[config.mk]
export PLATFORM = sky130hd
export DESIGN_NAME = light_sequencer_flat
export DESIGN_NICKNAME = d
export VERILOG_FILES = /design/src/rtl/light_sequencer_if.sv /design/src/rtl/light_sequencer.sv /design/src/flat_wrapper.sv
export SDC_FILE = /design/constraint.sdc
export NUM_CORES = 1
export LEC_CHECK = 0
export ABC_AREA = 1
export BUFFER_PORTS_ARGS = -buffer_cell sky130_fd_sc_hd__buf_4
export CAP_MARGIN = 25
export CORE_AREA = 3 3 52 77
export CTS_CLUSTER_DIAMETER = 200
export DETAILED_ROUTE_END_ITERATION = 8
export DIE_AREA = 0 0 55 80
export PLACE_DENSITY_LB_ADDON = 0.12
export SLEW_MARGIN = 20
export SYNTH_ARGS = -nofsm -noshare
export SYNTH_HDL_FRONTEND = slang
export SYNTH_SLANG_ARGS = --single-unit
[constraint.sdc]
create_clock -name clk -period 1.8 [get_ports clk]
set_input_delay 0.36 -clock clk [delete_from_list [all_inputs] [get_ports clk]]
set_output_delay 0.36 -clock clk [all_outputs]
set_load 0.05 [all_outputs]
[src/rtl/light_sequencer_if.sv]
// Signal bundle between the light sequencer and its surroundings
// (timebase, LFSR, player button, reaction timer). The master modport
// drives the inputs of the sequencer; the slave modport is the sequencer.
interface light_sequencer_if #(
  parameter int N_LEDS  = 10,
  parameter int DELAY_W = 14
);
  logic               tick;
  logic               trigger;
  logic [DELAY_W-1:0] delay_val;
  logic               react;
  logic               en_lfsr;
  logic [N_LEDS-1:0]  ledr;
  logic               busy;
  logic               lights_out;
  logic               jump_start;

  modport master (
    output tick, trigger, delay_val, react,
    input  en_lfsr, ledr, busy, lights_out, jump_start
  );

  modport slave (
    input  tick, trigger, delay_val, react,
    output en_lfsr, ledr, busy, lights_out, jump_start
  );
endinterface

[src/rtl/light_sequencer.sv]
// Start-light sequencer: fills an N_LEDS bar from the MSB down, one light
// every STEP_TICKS ticks, holds all lights for delay_val+1 ticks, then
// blanks them with a one-cycle lights_out pulse.
// Optional jump-start detection: define LIGHT_SEQUENCER_JUMP_DETECT_EN.
module light_sequencer #(
  parameter int N_LEDS     = 10,
  parameter int STEP_TICKS = 1,
  parameter int DELAY_W    = 14
) (
  input logic             clk,
  input logic             rst,
  light_sequencer_if.slave bus
);

  localparam int                SC_W    = $clog2(STEP_TICKS) + 1;
  localparam logic [SC_W-1:0]   SC_LAST = SC_W'(STEP_TICKS - 1);
  localparam logic [N_LEDS-1:0] LED_MSB = N_LEDS'(1) << (N_LEDS - 1);

  typedef enum logic [1:0] {
    S_IDLE  = 2'd0,
    S_FILL  = 2'd1,
    S_HOLD  = 2'd2,
    S_FAULT = 2'd3
  } state_t;

  state_t             r_state;
  state_t             w_state_nx;
  logic [SC_W-1:0]    r_sc;
  logic [DELAY_W-1:0] r_dc;
  logic [N_LEDS-1:0]  r_ledr;
  logic               r_lights_out;
  logic               r_jump_start;

  logic [N_LEDS-1:0]  w_ledr_shift;
  logic               w_tick_step;
  logic               w_fill_done;
  logic               w_hold_expire;
  logic               w_react_fault;
  logic               w_en_lfsr;
  logic               w_busy;

  // Next bar pattern: one more light from the top. With a single light the
  // bar is already full, so the first step completes the fill.
  assign w_ledr_shift  = (r_ledr >> 1) | LED_MSB;
  assign w_tick_step   = bus.tick && (r_sc == SC_LAST);
  assign w_fill_done   = w_tick_step && (&w_ledr_shift);
  assign w_hold_expire = bus.tick && (r_dc == '0);

`ifdef LIGHT_SEQUENCER_JUMP_DETECT_EN
  assign w_react_fault = bus.react && ((r_state == S_FILL) || (r_state == S_HOLD));
`else
  // Without jump detection the button is not used by this block.
  logic w_unused_react;
  assign w_unused_react = bus.react;
  assign w_react_fault  = 1'b0;
`endif

  // State register.
  always_ff @(posedge clk or posedge rst) begin
    // NOTE: clocked state uses non-blocking assignments so every flop
    // samples the pre-edge values regardless of statement order.
    if (rst) r_state <= S_IDLE;
    else     r_state <= w_state_nx;
  end

  // Next-state decode; a button press outranks any tick event.
  always_comb begin
    // NOTE: default assignment first so no path leaves w_state_nx
    // unassigned, which would infer a latch.
    w_state_nx = r_state;
    case (r_state)
      S_IDLE: if (bus.trigger) w_state_nx = S_FILL;
      S_FILL: begin
        if (w_react_fault)    w_state_nx = S_FAULT;
        else if (w_fill_done) w_state_nx = S_HOLD;
      end
      S_HOLD: begin
        if (w_react_fault)      w_state_nx = S_FAULT;
        else if (w_hold_expire) w_state_nx = S_IDLE;
      end
`ifdef LIGHT_SEQUENCER_JUMP_DETECT_EN
      S_FAULT: if (bus.trigger) w_state_nx = S_IDLE;
`endif
      default: w_state_nx = S_IDLE;
    endcase
  end

  // Output decode: LFSR runs only while idle; busy covers the sequence proper.
  always_comb begin
    w_en_lfsr = (r_state == S_IDLE);
    w_busy    = (r_state == S_FILL) || (r_state == S_HOLD);
  end

  // Registered datapath: light bar, step/delay counters and event pulses.
  always_ff @(posedge clk or posedge rst) begin
    if (rst) begin
      r_ledr       <= '0;
      r_sc         <= '0;
      r_dc         <= '0;
      r_lights_out <= 1'b0;
      r_jump_start <= 1'b0;
    end else begin
      r_lights_out <= 1'b0;
      r_jump_start <= 1'b0;
      case (r_state)
        S_IDLE: begin
          if (bus.trigger) begin
            r_ledr <= LED_MSB;
            r_sc   <= '0;
          end else begin
            r_ledr <= '0;
          end
        end
        S_FILL: begin
          if (w_react_fault) begin
            r_ledr       <= '0;
            r_jump_start <= 1'b1;
          end else if (bus.tick) begin
            if (w_tick_step) begin
              r_sc   <= '0;
              r_ledr <= w_ledr_shift;
              // The delay is captured once, on entry to HOLD.
              if (&w_ledr_shift) r_dc <= bus.delay_val;
            end else begin
              r_sc <= r_sc + 1'b1;
            end
          end
        end
        S_HOLD: begin
          if (w_react_fault) begin
            r_ledr       <= '0;
            r_jump_start <= 1'b1;
          end else if (bus.tick) begin
            if (r_dc == '0) begin
              r_ledr       <= '0;
              r_lights_out <= 1'b1;
            end else begin
              r_dc <= r_dc - 1'b1;
            end
          end
        end
`ifdef LIGHT_SEQUENCER_JUMP_DETECT_EN
        S_FAULT: begin
          // Bar was cleared on entry, so the first tick shows all lights.
          if (bus.trigger)   r_ledr <= '0;
          else if (bus.tick) r_ledr <= ~r_ledr;
        end
`endif
        default: r_ledr <= '0;
      endcase
    end
  end

  assign bus.en_lfsr    = w_en_lfsr;
  assign bus.busy       = w_busy;
  assign bus.ledr       = r_ledr;
  assign bus.lights_out = r_lights_out;
  assign bus.jump_start = r_jump_start;

endmodule

[src/flat_wrapper.sv]
// flat-port wrapper written by rule: the top's interface ports become plain ports
module light_sequencer_flat 
#(
  parameter int N_LEDS     = 10,
  parameter int STEP_TICKS = 1,
  parameter int DELAY_W    = 14
)
  (clk, rst, bus_tick, bus_trigger, bus_delay_val, bus_react, bus_en_lfsr, bus_ledr, bus_busy, bus_lights_out, bus_jump_start);
  light_sequencer_if #(.N_LEDS(N_LEDS), .DELAY_W(DELAY_W)) bus_i ();
  input logic clk;
  input logic rst;
  input wire logic [$bits(bus_i.tick)-1:0] bus_tick;
  input wire logic [$bits(bus_i.trigger)-1:0] bus_trigger;
  input wire logic [$bits(bus_i.delay_val)-1:0] bus_delay_val;
  input wire logic [$bits(bus_i.react)-1:0] bus_react;
  output wire logic [$bits(bus_i.en_lfsr)-1:0] bus_en_lfsr;
  output wire logic [$bits(bus_i.ledr)-1:0] bus_ledr;
  output wire logic [$bits(bus_i.busy)-1:0] bus_busy;
  output wire logic [$bits(bus_i.lights_out)-1:0] bus_lights_out;
  output wire logic [$bits(bus_i.jump_start)-1:0] bus_jump_start;
  assign bus_i.tick = bus_tick;
  assign bus_i.trigger = bus_trigger;
  assign bus_i.delay_val = bus_delay_val;
  assign bus_i.react = bus_react;
  assign bus_en_lfsr = bus_i.en_lfsr;
  assign bus_ledr = bus_i.ledr;
  assign bus_busy = bus_i.busy;
  assign bus_lights_out = bus_i.lights_out;
  assign bus_jump_start = bus_i.jump_start;
  light_sequencer #(.N_LEDS(N_LEDS), .STEP_TICKS(STEP_TICKS), .DELAY_W(DELAY_W)) u_core (.clk(clk), .rst(rst), .bus(bus_i));
endmodule
* After elaboration in Yosys (flattened, before gate mapping)
Index checks and enable logic that the tools add are counted.
Word-level totals: bits in registers 28, bits of input ports 19, output and inout port bits 14, logic and storage cells 55
Cells by class: add/subtract/negate cells 2, eq/ne operators 11, muxes and demuxes 23, bitwise gates (word level) 1, reductions and logical operators 13
Operator list (number):
- $mux W14 | 5
- $mux W10 | 5
- $pmux W10 S3 | 1
- $pmux W14 S2 | 1
- $logic_not A14 Y1 | 1
- $sub A14 B1 Y14 const B | 1
- $ne A2 B2 Y1 const B | 6
- $reduce_and A9 Y1 | 1
- $mux W1 | 6
- $mux W2 | 3
- $ne A2 B1 Y1 const B | 3
- $pmux W2 S3 | 1
- $reduce_and A3 Y1 | 2
- $reduce_and A6 Y1 | 1
- $reduce_and A4 Y1 | 1
- $reduce_bool A2 Y1 | 2
- $logic_and A1 B1 Y1 | 3
- $eq A2 B1 Y1 const B | 1
- $eq A2 B2 Y1 const B | 1
- $logic_not A2 Y1 | 1
- $pmux W1 S2 | 1
- $add A1 B1 Y1 const B | 1
- $logic_or A1 B1 Y1 | 1
- $not A1 Y1 | 1

* Depth between registers and ports, before layout
depth after elaboration 5, gate-level depth with buffers 12, gate-level depth less buffers 11

* Worst setup path before layout
OpenSTA, ideal clock, no wires.
path kind register to register, from register u_core.r_ledr[6] (netlist: u_core.bus.ledr[6]), to register u_core.r_dc[11], library setup time 0.117 ns, data arrival time 1.479 ns, required time 1.683 ns, setup slack 0.203 ns, stages on the path, launching flop included 10, buffers on the path 0, period minus slack after synthesis 1.597 ns, cells stage by stage dfrtp_1 nand3_1 nor2_1 nand2_1 nand2_1 nand2_1 nor2_4 clkinv_1 nand2_1 nand2_1
Between the ends: word-level cells in the longest chain between the ends 3
RTL lines:
- from (decl) | line light_sequencer.sv:30 | logic [N_LEDS-1:0] r_ledr;
- from (signal assigned) | line light_sequencer.sv:121 | r_ledr <= w_ledr_shift;
- $reduce_and A9 Y1 | line light_sequencer.sv:123 | if (&w_ledr_shift) r_dc <= bus.delay_val;
- $ne A2 B2 Y1 (no source line)
- $reduce_and A6 Y1 (no source line)
- to (signal assigned) | line light_sequencer.sv:123
- to (signal assigned) | line light_sequencer.sv:138 | r_dc <= r_dc - 1'b1;
- to (decl) | line light_sequencer.sv:29 | logic [DELAY_W-1:0] r_dc;
Every way passes these cells. A chain may end at the register's enable or synchronous reset.

* Worst setup path after layout
from register u_core.r_dc[1], to register u_core.r_dc[5]
Between the ends: word-level cells in the longest chain between the ends 4, elaborated cells on any way between the ends 7, those cells by class add/sub: 1; eq/ne: 1; mux: 3; reduce/logical: 2
RTL lines:
- $sub A14 B1 Y14 | line light_sequencer.sv:138
- $mux W14 | line light_sequencer.sv:134 | if (r_dc == '0) begin
- $mux W14 | line light_sequencer.sv:133 | end else if (bus.tick) begin
- $pmux W14 S2 | line light_sequencer.sv:105 | case (r_state)
Several ways; a longest one is shown, not always the timed one. The select of a mux whose other input is x is not followed.

==> report_table.html <==
<table>
<tr><th>Metric</th><th>Value</th></tr>
<tr><th colspan="2">Clocking</th></tr>
<tr><td>Clock tree sinks</td><td>28</td></tr>
<tr><td>Clock transition at the register clock pins on the worst setup and hold paths after CTS</td><td>~100 ps</td></tr>
<tr><td>Clock tree from TritonCTS</td><td>built</td></tr>
<tr><td>Number of buffers between clock root and the deepest sink</td><td>2</td></tr>
<tr><td>Root buffer selected by CTS</td><td>clkbuf_8</td></tr>
<tr><td>Clock latency of the later-clocked register in the worst-skew pair</td><td>280 ps</td></tr>
<tr><td>Total clock buffers created by CTS</td><td>3</td></tr>
<tr><td># H-tree levels</td><td>1</td></tr>
<tr><th colspan="2">Pwr</th></tr>
<tr><td>Power Dens Cells</td><td>around 1500 nW/µm²</td></tr>
<tr><td>Leakage power summed over all cells</td><td>between 1 and 1.5 nW</td></tr>
<tr><td>Sw Share</td><td>a little under half</td></tr>
<tr><td>Flop pwr share</td><td>between 30% and 40%</td></tr>
<tr><td>Power spent charging and discharging nets</td><td>roughly 1.6 mW</td></tr>
<tr><td>Clock network fraction of total power</td><td>roughly 15%</td></tr>
<tr><td>Maximum vdd ir drop</td><td>about 1.1 mV</td></tr>
<tr><td>Comb pwr share</td><td>~55%</td></tr>
<tr><td>Cell internal pwr</td><td>about 1.8 mW</td></tr>
<tr><th colspan="2">GRT</th></tr>
<tr><td>Antenna violations before repair</td><td>0</td></tr>
<tr><td>First-pass GRT wire length</td><td>about 7100 µm</td></tr>
<tr><td>GRT Residual Overflow</td><td>0</td></tr>
<tr><td>Pin count of the biggest net entering global routing</td><td>29</td></tr>
<tr><td>Total global-route track usage</td><td>around a fifth</td></tr>
<tr><td>Via count of the first global-routing pass</td><td>approximately 1,700</td></tr>
<tr><th colspan="2">Drt</th></tr>
<tr><td>Routed len/inst</td><td>roughly 12 µm</td></tr>
<tr><td>Number of iterations in the first detailed-routing pass</td><td>4</td></tr>
<tr><td>Drt initial violations</td><td>35</td></tr>
<tr><td>Via total after detailed routing</td><td>between 1,500 and 2,000</td></tr>
<tr><td>ANT nets after route</td><td>0</td></tr>
<tr><td>Routed via count divided by cell count</td><td>slightly below 5</td></tr>
<tr><td>DRC violations left</td><td>0</td></tr>
<tr><td>Post-Route WL</td><td>4112 µm</td></tr>
<tr><th colspan="2">Placement</th></tr>
<tr><td>Worst setup slack after placement</td><td>between 50 and 60 ps</td></tr>
<tr><td>Routability congestion estimate from global placement</td><td>0.8446</td></tr>
<tr><td>Detailed placer's ending HPWL</td><td>between 2000 and 3000 µm</td></tr>
<tr><td>Cells after DPL</td><td>345</td></tr>
<tr><td>Count of input and output buffers</td><td>30</td></tr>
<tr><th colspan="2">Critical path</th></tr>
<tr><td>Number of buffer and inverter stages on the critical path</td><td>3</td></tr>
<tr><td>Largest fanout on the critical path</td><td>18</td></tr>
<tr><td>CP peak stage delay</td><td>370 ps</td></tr>
<tr><td>Internal reg-to-reg setup slack</td><td>~140 ps</td></tr>
<tr><td>Reg2reg path depth</td><td>10</td></tr>
<tr><td>Family of cells with the greatest summed delay on the critical path</td><td>simple AND/OR/NAND/NOR gates</td></tr>
<tr><td>Critical Path Sink Type</td><td>flop</td></tr>
<tr><td>Worst reg2reg path startpoint</td><td>u_core.r_dc[1]</td></tr>
<tr><td>CP max stage cell</td><td>dfrtp_1</td></tr>
<tr><td>Critical path, cell by cell</td><td>inv_1 &gt; ha_1 &gt; nand2_2 &gt; nor2_4 &gt; nand3_1 &gt; clkinv_1 &gt; nor2_4 &gt; buf_12 &gt; nand2_1 &gt; o21ai_1</td></tr>
<tr><td>Category of the critical setup timing path</td><td>flop to flop</td></tr>
<tr><td>Critical Path Most Common Cell</td><td>nor2_4</td></tr>
<tr><td>Launching element type of the critical path</td><td>flop</td></tr>
<tr><td>WP data arrival</td><td>approximately 1900 ps</td></tr>
<tr><td>Reg-to-Reg End</td><td>u_core.r_dc[5]</td></tr>
<tr><td>Data required, critical path</td><td>2010 ps</td></tr>
<tr><th colspan="2">Logic synthesis</th></tr>
<tr><td>Leading post-synthesis cells by instance count</td><td>nand2_1 (115), dfrtp_1 (28), nor2_1 (26)</td></tr>
<tr><td>Most used flip-flop cell after synthesis</td><td>dfrtp_1</td></tr>
<tr><td>Synthesized instance count</td><td>approximately 270</td></tr>
<tr><td>Syn Nets</td><td>around 300</td></tr>
<tr><td>Library cell with the highest instance count after synthesis</td><td>nand2_1</td></tr>
<tr><td>Flop and latch count out of synthesis</td><td>28</td></tr>
<tr><td>Synthesized area per cell</td><td>around 6.7 µm²</td></tr>
<tr><td>Main area contributors after synthesis</td><td>dfrtp_1 (38%), nand2_1 (24%), nand3_1 (6.6%)</td></tr>
<tr><td>Area share of the leading cell type in the synthesized netlist</td><td>a little under two fifths</td></tr>
<tr><td>Proportion of register bits with asynchronous set or reset after synthesis</td><td>between 90% and 100%</td></tr>
<tr><td>Proportion of synthesized chip area in sequential cells</td><td>38.36%</td></tr>
<tr><td>Count of flip-flops with a built-in enable after synthesis</td><td>0</td></tr>
<tr><td>Synthesized cell area</td><td>between 1500 and 2000 µm²</td></tr>
<tr><td>Distinct cell type count of the synthesized netlist</td><td>24</td></tr>
<tr><td>Synthesis warning total</td><td>0</td></tr>
<tr><td>Leading area contributor after synthesis</td><td>dfrtp_1</td></tr>
<tr><th colspan="2">Finish</th></tr>
<tr><td>Combined area of the multi-input logic cells</td><td>a little under 1000 µm²</td></tr>
<tr><td>Synth-to-Final Area Change</td><td>21.58%</td></tr>
<tr><td>Ant diodes</td><td>0</td></tr>
<tr><td>Core occupancy in the finished layout</td><td>~64%</td></tr>
<tr><td>Total of fill cells in the finished design</td><td>337</td></tr>
<tr><td>Share of layout cells above drive strength 1</td><td>20.39%</td></tr>
<tr><td>Final Net Count</td><td>333</td></tr>
<tr><td>Area of all sequential standard cells</td><td>~700 µm²</td></tr>
<tr><td>Final instance count without filler cells</td><td>approximately 350</td></tr>
<tr><th colspan="2">STA</th></tr>
<tr><td>Unrepaired setup endpoints after global routing</td><td>false</td></tr>
<tr><td>Setup WS post-layout</td><td>~140 ps</td></tr>
<tr><td>Slew Viols, Final</td><td>0</td></tr>
<tr><td>Count of final setup violators</td><td>0</td></tr>
<tr><td>Fmax</td><td>approximately 600 MHz</td></tr>
<tr><td>Smallest hold slack</td><td>about 150 ps</td></tr>
<tr><td>Final number of hold-violating endpoints</td><td>0</td></tr>
<tr><td>Period utilization</td><td>between 90% and 100%</td></tr>
<tr><td>Worst setup skew after layout</td><td>approximately 4.0 ps</td></tr>
<tr><td>Setup_tns</td><td>0 ps</td></tr>
<tr><td>Min Clock Period, post-route</td><td>1658 ps</td></tr>
<tr><th colspan="2">Die</th></tr>
<tr><td>Effective utilization at floorplan</td><td>a little over half</td></tr>
<tr><td>Top Ports</td><td>33</td></tr>
<tr><td>Area of the core region</td><td>between 3000 and 4000 µm²</td></tr>
<tr><td>Die Y-Extent</td><td>80 µm</td></tr>
<tr><td>Die Area</td><td>between 4000 and 5000 µm²</td></tr>
<tr><td>Horizontal die dimension</td><td>55 µm</td></tr>
<tr><td>Placement row count</td><td>26</td></tr>
<tr><th colspan="2">Min path</th></tr>
<tr><td>Type of the most critical hold path</td><td>input port to async pin</td></tr>
<tr><th colspan="2">Job</th></tr>
<tr><td>Maximum Capacitance Violations</td><td>0</td></tr>
<tr><th colspan="2">Outcome</th></tr>
<tr><td>Outcome</td><td>finished clean</td></tr>
</table>
-- stage by stage --
stage | power, mW | cell area (µm²)
2_1_floorplan | 2.430 | 1827
3_3_place_gp | 2.869 | 2120
3_5_place_dp | 2.903 | 2120
4_1_cts | 3.415 | 2191
5_1_grt | 3.765 | 2221
6_report | 3.428 | 2221
-- layer usage --
metal	part of all wire [%]	global-route usage [%]	vias up	wire length, µm
met4	2.1	8.516	0	87
li1	-	-	909	-
met5	0	0	-	0
met3	2.8	1.869	10	115
met1	43	25.24	788	1755
met2	52	37.80	23	2153
-- layout make-up --
cell class / count / area share [%]
clock buffers: 3 / 1.859
clock inverters: 1 / 1.352
inverters: 28 / 4.732
multi-input cells: 208 / 43.72
flip-flops and latches: 28 / 31.55
well taps: 42 / 2.366
repair buffers: 41 / 14.42
-- worst max-delay path by stage --
stage                        from  cells after the start               to
2_1_floorplan  u_core.bus.ledr[6]                      9  u_core.r_dc[11]
3_3_place_gp    u_core.r_state[1]                     11  u_core.r_dc[13]
3_5_place_dp    u_core.r_state[1]                     11  u_core.r_dc[13]
4_1_cts         u_core.r_state[1]                     11  u_core.r_dc[13]
5_1_grt            u_core.r_dc[1]                     10   u_core.r_dc[3]
6_report           u_core.r_dc[1]                     10   u_core.r_dc[5]
-- cells in the final DEF, fill, tap and decap left out, types with 3 or more instances in the layout --
cell type,instances
nand2_1,115
buf_4,40
dfrtp_1,28
nor2_1,26
nand3_1,24
inv_1,22
nand3b_1,9
o21ai_0,8
o21ai_1,8
inv_2,5
nand2_2,4
clkbuf_8,3
-- what timing repair did --
| item | CTS | global route |
|---|---|---|
| gates resized for setup | 0 | 4 |
| buffers inserted | 0 | 2 |
| setup endpoints to repair | 0 | 14 |
| hold buffers | 0 | 0 |
-- state kept, by name, indices dropped and copies added (netlist names) --
register / flops
u_core.r_state: 2
u_core.bus.ledr: 10
u_core.r_dc: 14
u_core.r_sc: 1
u_core.bus.lights_out: 1
-- power by group through the flow --
stage	clock [mW]	combinational, mW	sequential (mW)
floorplan	0	1.33	1.10
global placement	0	1.82	1.05
detailed placement	0	1.85	1.05
CTS	0.517	1.86	1.04
global route	0.551	2.14	1.07
finish	0.507	1.88	1.04
-- cells by family after synthesis --
kind of cell | synth area share [%]
and+or+nand+nor | 43.22
buffers and inverters | 9.314
DFF | 38.36
AOI/OAI and AO/OA | 6.165
adders and majority gates | 2.740
other | 0.2053
-- worst reg2reg max path, stage by stage, from the launching register on --
cell and delay (ps):
dfrtp_1 370, inv_1 60, ha_1 210, nand2_2 110, nor2_4 60, nand3_1 110, clkinv_1 130, nor2_4 220
buf_12 180, nand2_1 60, o21ai_1 70
(Power assumes the default switching activity.)
